===== src/rtl/uart_fabric_pkg.sv =====
// Shared types and constants for the UART register-bus fabric.
package uart_fabric_pkg;

    typedef enum logic [1:0] {
        IDLE  = 2'd0,
        ISSUE = 2'd1,
        WAIT  = 2'd2,
        RESP  = 2'd3
    } fab_state_t;

    localparam logic [2:0]  LOCAL_SEL    = 3'd7;

    localparam logic [3:0]  OFF_IRQ_MASK = 4'd0;
    localparam logic [3:0]  OFF_IRQ_STAT = 4'd1;
    localparam logic [3:0]  OFF_CH_RST   = 4'd2;
    localparam logic [3:0]  OFF_ERR_STAT = 4'd3;

    localparam logic [31:0] ERR_RDATA    = 32'hFFFF_FFFF;

    localparam int          ERR_FLAG_BIT = 3;

endpackage


===== src/rtl/uart_fabric_lreg.sv =====
// Wrapper-local registers: interrupt mask, per-channel soft reset, sticky timeout
// status, registered interrupt aggregation and the local read mux.
module uart_fabric_lreg import uart_fabric_pkg::*; #(
    parameter int NUM_CH = 4
) (
    input  logic              clk_i,
    input  logic              rst_i,
    input  logic              wr_en_i,
    input  logic [3:0]        addr_i,
    input  logic [31:0]       wdata_i,
    input  logic [NUM_CH-1:0] ch_irq_i,
    input  logic              to_set_i,
    input  logic [2:0]        to_ch_i,
    output logic [31:0]       rdata_o,
    output logic [NUM_CH-1:0] ch_rst_n_o,
    output logic              irq_o
);

    logic [NUM_CH-1:0] mask_q;
    logic [NUM_CH-1:0] ch_rst_q;
    logic [3:0]        err_stat_q;
    logic              irq_q;
    logic              unused_wdata;

    assign unused_wdata = ^wdata_i;

    always_ff @(posedge clk_i or posedge rst_i) begin
        if (rst_i) begin
            mask_q     <= '0;
            ch_rst_q   <= '1;
            err_stat_q <= '0;
            irq_q      <= 1'b0;
        end else begin
            irq_q <= |(ch_irq_i & mask_q);
            if (wr_en_i && addr_i == OFF_IRQ_MASK) begin
                mask_q <= wdata_i[NUM_CH-1:0];
            end
            if (wr_en_i && addr_i == OFF_CH_RST) begin
                ch_rst_q <= wdata_i[NUM_CH-1:0];
            end
            // A timeout landing on the same cycle as a software clear must stay visible.
            if (to_set_i) begin
                err_stat_q <= {1'b1, to_ch_i};
            end else if (wr_en_i && addr_i == OFF_ERR_STAT && wdata_i[ERR_FLAG_BIT]) begin
                err_stat_q[ERR_FLAG_BIT] <= 1'b0;
            end
        end
    end

    always_comb begin
        rdata_o = '0;
        case (addr_i)
            OFF_IRQ_MASK: rdata_o = 32'(mask_q);
            OFF_IRQ_STAT: rdata_o = 32'(ch_irq_i);
            OFF_CH_RST:   rdata_o = 32'(ch_rst_q);
            OFF_ERR_STAT: rdata_o = 32'(err_stat_q);
            default:      rdata_o = '0;
        endcase
    end

    assign ch_rst_n_o = ~ch_rst_q;
    assign irq_o      = irq_q;

endmodule


===== src/rtl/uart_reg_fabric.sv =====
// Register-bus fabric in front of NUM_CH UART channels: tracks one access at a time,
// times out silent channels with an error response and hosts the local register block.
module uart_reg_fabric import uart_fabric_pkg::*; #(
    parameter int NUM_CH = 4,
    parameter int TO_CYC = 64,
    parameter int CH_DW  = 8
) (
    input  logic                    app_clk,
    input  logic                    app_rst,
    input  logic                    reg_cs,
    input  logic                    reg_wr,
    input  logic [8:0]              reg_addr,
    input  logic [31:0]             reg_wdata,
    input  logic [3:0]              reg_be,
    output logic [31:0]             reg_rdata,
    output logic                    reg_ack,
    output logic                    reg_err,
    output logic [NUM_CH-1:0]       ch_cs,
    output logic                    ch_wr,
    output logic [3:0]              ch_addr,
    output logic [CH_DW-1:0]        ch_wdata,
    output logic                    ch_be,
    input  logic [NUM_CH*CH_DW-1:0] ch_rdata,
    input  logic [NUM_CH-1:0]       ch_ack,
    input  logic [NUM_CH-1:0]       ch_irq,
    output logic [NUM_CH-1:0]       ch_rst_n,
    output logic                    irq
);

    // state | meaning
    // IDLE  | waiting for reg_cs; request captured on exit
    // ISSUE | decode block: start channel access, do local access, or flag unmapped
    // WAIT  | ch_cs held, counting down to timeout until the selected channel acks
    // RESP  | one-cycle reg_ack with reg_err/reg_rdata valid

    fab_state_t        state_q, state_d;
    logic [2:0]        sel_q, sel_d;
    logic              wr_q, wr_d;
    logic [3:0]        addr_q, addr_d;
    logic [31:0]       wdata_q, wdata_d;
    logic              be_q, be_d;
    logic [7:0]        cnt_q, cnt_d;
    logic              err_q, err_d;
    logic [31:0]       rdata_q, rdata_d;

    logic              sel_is_ch;
    logic              sel_ack;
    logic [CH_DW-1:0]  sel_rdata;
    logic              lreg_we;
    logic              to_set;
    logic [31:0]       lreg_rdata;
    logic              unused_be;

    assign unused_be = ^reg_be[3:1];
    assign sel_is_ch = ({29'd0, sel_q} < 32'(NUM_CH));

    always_comb begin
        sel_ack   = 1'b0;
        sel_rdata = '0;
        for (int i = 0; i < NUM_CH; i++) begin
            if (sel_q == 3'(i)) begin
                sel_ack   = ch_ack[i];
                sel_rdata = ch_rdata[i*CH_DW +: CH_DW];
            end
        end
    end

    always_ff @(posedge app_clk or posedge app_rst) begin
        if (app_rst) begin
            state_q <= IDLE;
            sel_q   <= '0;
            wr_q    <= 1'b0;
            addr_q  <= '0;
            wdata_q <= '0;
            be_q    <= 1'b0;
            cnt_q   <= '0;
            err_q   <= 1'b0;
            rdata_q <= '0;
        end else begin
            state_q <= state_d;
            sel_q   <= sel_d;
            wr_q    <= wr_d;
            addr_q  <= addr_d;
            wdata_q <= wdata_d;
            be_q    <= be_d;
            cnt_q   <= cnt_d;
            err_q   <= err_d;
            rdata_q <= rdata_d;
        end
    end

    always_comb begin
        state_d = state_q;
        sel_d   = sel_q;
        wr_d    = wr_q;
        addr_d  = addr_q;
        wdata_d = wdata_q;
        be_d    = be_q;
        cnt_d   = cnt_q;
        err_d   = err_q;
        rdata_d = rdata_q;
        lreg_we = 1'b0;
        to_set  = 1'b0;

        case (state_q)
            IDLE: begin
                if (reg_cs) begin
                    sel_d   = reg_addr[8:6];
                    wr_d    = reg_wr;
                    addr_d  = reg_addr[5:2];
                    wdata_d = reg_wdata;
                    be_d    = reg_be[0];
                    err_d   = 1'b0;
                    state_d = ISSUE;
                end
            end
            ISSUE: begin
                if (sel_is_ch) begin
                    cnt_d   = 8'(TO_CYC - 1);
                    state_d = WAIT;
                end else if (sel_q == LOCAL_SEL) begin
                    lreg_we = wr_q & be_q;
                    rdata_d = lreg_rdata;
                    state_d = RESP;
                end else begin
                    err_d   = 1'b1;
                    rdata_d = ERR_RDATA;
                    state_d = RESP;
                end
            end
            WAIT: begin
                // Ack is checked first so an ack on the terminal-count cycle still succeeds.
                if (sel_ack) begin
                    rdata_d = 32'(sel_rdata);
                    state_d = RESP;
                end else if (cnt_q == 8'd0) begin
                    err_d   = 1'b1;
                    rdata_d = ERR_RDATA;
                    to_set  = 1'b1;
                    state_d = RESP;
                end else begin
                    cnt_d = cnt_q - 8'd1;
                end
            end
            RESP: begin
                state_d = IDLE;
            end
            default: begin
                state_d = IDLE;
            end
        endcase
    end

    always_comb begin
        ch_cs = '0;
        for (int i = 0; i < NUM_CH; i++) begin
            ch_cs[i] = (state_q == WAIT) && (sel_q == 3'(i));
        end
    end

    assign ch_wr     = wr_q;
    assign ch_addr   = addr_q;
    assign ch_wdata  = wdata_q[CH_DW-1:0];
    assign ch_be     = be_q;

    assign reg_ack   = (state_q == RESP);
    assign reg_err   = (state_q == RESP) && err_q;
    assign reg_rdata = rdata_q;

    uart_fabric_lreg #(
        .NUM_CH (NUM_CH)
    ) u_lreg (
        .clk_i      (app_clk),
        .rst_i      (app_rst),
        .wr_en_i    (lreg_we),
        .addr_i     (addr_q),
        .wdata_i    (wdata_q),
        .ch_irq_i   (ch_irq),
        .to_set_i   (to_set),
        .to_ch_i    (sel_q),
        .rdata_o    (lreg_rdata),
        .ch_rst_n_o (ch_rst_n),
        .irq_o      (irq)
    );

endmodule

===== config.mk =====
export PLATFORM = sky130hd
export DESIGN_NAME = uart_reg_fabric
export DESIGN_NICKNAME = d
export VERILOG_FILES = /design/src/rtl/uart_fabric_pkg.sv /design/src/rtl/uart_fabric_lreg.sv /design/src/rtl/uart_reg_fabric.sv
export SDC_FILE = /design/constraint.sdc
export NUM_CORES = 1
export LEC_CHECK = 0
export ABC_AREA = 0
export BUFFER_PORTS_ARGS = -buffer_cell sky130_fd_sc_hd__clkbuf_2
export CORE_UTILIZATION = 45
export CTS_CLUSTER_SIZE = 16
export DETAILED_ROUTE_END_ITERATION = 8
export GPL_ROUTABILITY_DRIVEN = 0
export PLACE_DENSITY = 0.89
export SYNTH_ARGS = -nofsm -noshare
export SYNTH_HDL_FRONTEND = slang
export SYNTH_SLANG_ARGS = --single-unit

===== constraint.sdc =====
create_clock -name app_clk -period 2.8 [get_ports app_clk]
set_clock_uncertainty 0.15 [all_clocks]
set_input_delay 0.14 -clock app_clk [delete_from_list [all_inputs] [get_ports app_clk]]
set_output_delay 0.14 -clock app_clk [all_outputs]
set_load 0.01 [all_outputs]

==> qor.txt <==
GRT Resource Usage Total = 22.76%
Final ANT Viol Nets = 0
Clk Latency, worst-skew pair = 0.31 ns
top_reg_cell synth = dfrtp_1
Compound-Gate Fraction of Synth Area = 14.77%
end of the worst hold path = reg_rdata[4]
core area = 6386 sq um
starting density of the core = 47.10%
met3 Track Usage GR = 3.759%
largest cells by area after synthesis = dfrtp_1, mux2_2, buf_4, nand2_1, dfstp_2
clk slew on worst S/H paths = 0.10 ns
Seq/Total Area, Yosys = 41.76%
TritonRoute pass-1 iters = 4
first-pass GRT wire length = 12.89 mm
reg-to-reg slack, setup = 0.16 ns
power consumption = 3.787 mW
power per standard cell area = 990.5 nW/um^2
Num CTS Buffers = 5
Total Negative Setup Slacks = 0 ns
Yosys warning count = 0
Final Cell Area = 3824 sq um
P&R area growth vs syn = 27.12%
max-cap violations = 0
post-synthesis xor/xnor area fraction = 0%
max frequency = 379.0 MHz
most frequent cells in the layout = clkbuf_2, dfrtp_1, mux2_2
placed wire-length estimate = 5.650 mm
commonest non-fill, non-tap cell in the layout = clkbuf_2
Required @ worst endpoint = 2.86 ns
routed len/inst = 15.81 microns
DRC = 0
H-tree levels = 2
worst reg2reg path startpoint = cnt_q[2]
Post-synth EDFFs = 0
post-synth cell types = 53
vias in the first global route = 2791
mux contribution to synthesized area = 17.22%
FF+latch count, synth = 50
clock buffer depth = 2
number of antenna diodes = 0
CP startpoint kind = flop
worst-margin pin slew = 1.043 ns
met1 usage in global routing = 27.71%
met2 usage = 40.58%
HP Start = ch_rdata[12]
critical path class = reg -> reg
crit path max fanout = 6
worst r2r path cells = 4
final slew viol count = 0
Arr. time, crit path = 2.69 ns
Mapped Nets = 394
die width = 83.76 microns
total number of vias = 2760
largest family of logic cells by synthesized area = multiplexers
hold path cells = 5
CTS tree = yes
Final setup viols = 0
status = finished, final reports clean
Synth Area in Adders = 2.912%
unrepaired setup endpoints after global routing = no
Area after DPL = 3495 sq um
GR peak layer = met2
total gr overflow = 0
share of cells above drive strength 1 = 43.00%
average size of a mapped cell = 10.09 sq um
largest net degree at the start of global routing = 51
Worst path slowest cell = or4b_1
top cell type's share of synthesized area = 38.27%
Worst IR Drop VDD = 0.0006368 V
Die Ht = 83.76 microns
Fin. Hold Viols = 0
min cycle time layout = 2.638 ns
fillers = 544
final core occ = 59.87%
endpoint class of the critical path = flop
ys async rst share = 100.0%
worst-path cell chain = or4_4 -> or4b_1 -> nor3_2 -> mux2_2
clk root buf = clkbuf_8
cell leakage power = 1.854 nW
Synth area leader = dfrtp_1
reg2reg end = u_lreg.err_stat_q[0]
Tcrit/Tclk final = 94.22%
Rel. slew slack = 30.38%
Die Area = 7015 sq um
via density per instance = 5.621
DRC violation total after the first TritonRoute iteration = 270
initial antenna violation count = 0
CTS Sinks = 50
fin nets = 509
synthesized instance count = 298
simple-gate share of the synthesized area = 13.77%
WL final = 7.764 mm
num ports = 146
Buffers on Ports = 116
Mapped Area = 3008 sq um
Min-Delay Path Class = in -> reg
crit-path max cell delay = 0.63 ns
row cnt = 29
==> final cells by class <==
class / instances / area [sq um] / area share (%)
clock buffers: 5 / 68.82 / 1.800
multi-input cells: 199 / 1465 / 38.32
flip-flops and latches: 50 / 1256 / 32.85
repair buffers: 143 / 835.8 / 21.86
clock inverters: 3 / 48.80 / 1.276
inverters: 14 / 52.55 / 1.374
well taps: 77 / 96.34 / 2.520
==> cell usage after synthesis (8+ instances only) <==
library cell	count
a21oi_1	10
buf_4	23
clkbuf_1	8
dfrtp_1	46
inv_1	13
mux2_2	36
mux2i_1	9
nand2_1	33
nand3_1	8
nor2_1	9
nor2b_1	9
o21ai_0	14
==> metrics by stage <==
step	setup slack (ns)	hold slack [ns]	std cells
final	0.1618	0.1276	491
after floorplan	0.3142	0.1139	298
after global placement	0.1569	0.2219	462
after detailed placement	0.09293	0.2285	462
after CTS	0.05422	0.1245	491
after global routing	0.1009	0.1698	491
==> layer usage <==
metal / vias up / routed length (microns)
met5: - / 0
met4: 0 / 201
met3: 24 / 525
met2: 145 / 3936
met1: 1306 / 3099
li1: 1285 / -
==> critical path: cells and delay by family, from the launching register on <==
kind / cells / cell delay (ns)
flip-flops: 1 / 0.44
multiplexers: 1 / 0.38
AND/OR/NAND/NOR: 3 / 1.56
==> sequential cells by signal, summed over array words and instances, names as in the netlist <==
register / flops
reg_rdata: 9
cnt_q: 8
wdata_q: 8
ch_addr: 4
u_lreg.ch_rst_q: 4
u_lreg.err_stat_q: 4
u_lreg.mask_q: 4
sel_q: 3
state_q: 2
ch_be: 1
ch_wr: 1
err_q: 1
u_lreg.irq_o: 1
==> timing repair <==
item | 4_1_cts | 5_1_grt
gates resized for setup | 0 | 1
hold buffers | 21 | 0
setup endpoints to repair | 0 | 8
hold endpoints to repair | 64 | 0
setup buffers | 0 | 0
==> where the power goes <==
part           total (mW)  internal, mW  leakage, nW  switching (mW)
Clock               0.538         0.272       0.0563           0.266
Combinational        1.98         0.881         1.21            1.10
Sequential           1.27         0.978        0.587           0.288
Total                3.79          2.13         1.85            1.66
==> kinds of logic after synthesis <==
family          Yosys count
fa+ha+maj                 7
mux                      46
flops                    50
buf+inv                  49
simple gates             82
compound gates           64
==> worst max path at each step <==
stage,endpoint,start,cells after the start,slack (ns)
floorplan,reg_rdata[30],cnt_q[2],8,0.31
global placement,reg_rdata[4],cnt_q[2],4,0.16
detailed placement,reg_rdata[3],cnt_q[2],4,0.09
CTS,reg_rdata[3],cnt_q[2],4,0.05
global route,reg_rdata[6],cnt_q[2],4,0.10
finish,u_lreg.err_stat_q[0],cnt_q[2],4,0.16
Power figures use the tool's default switching activity.
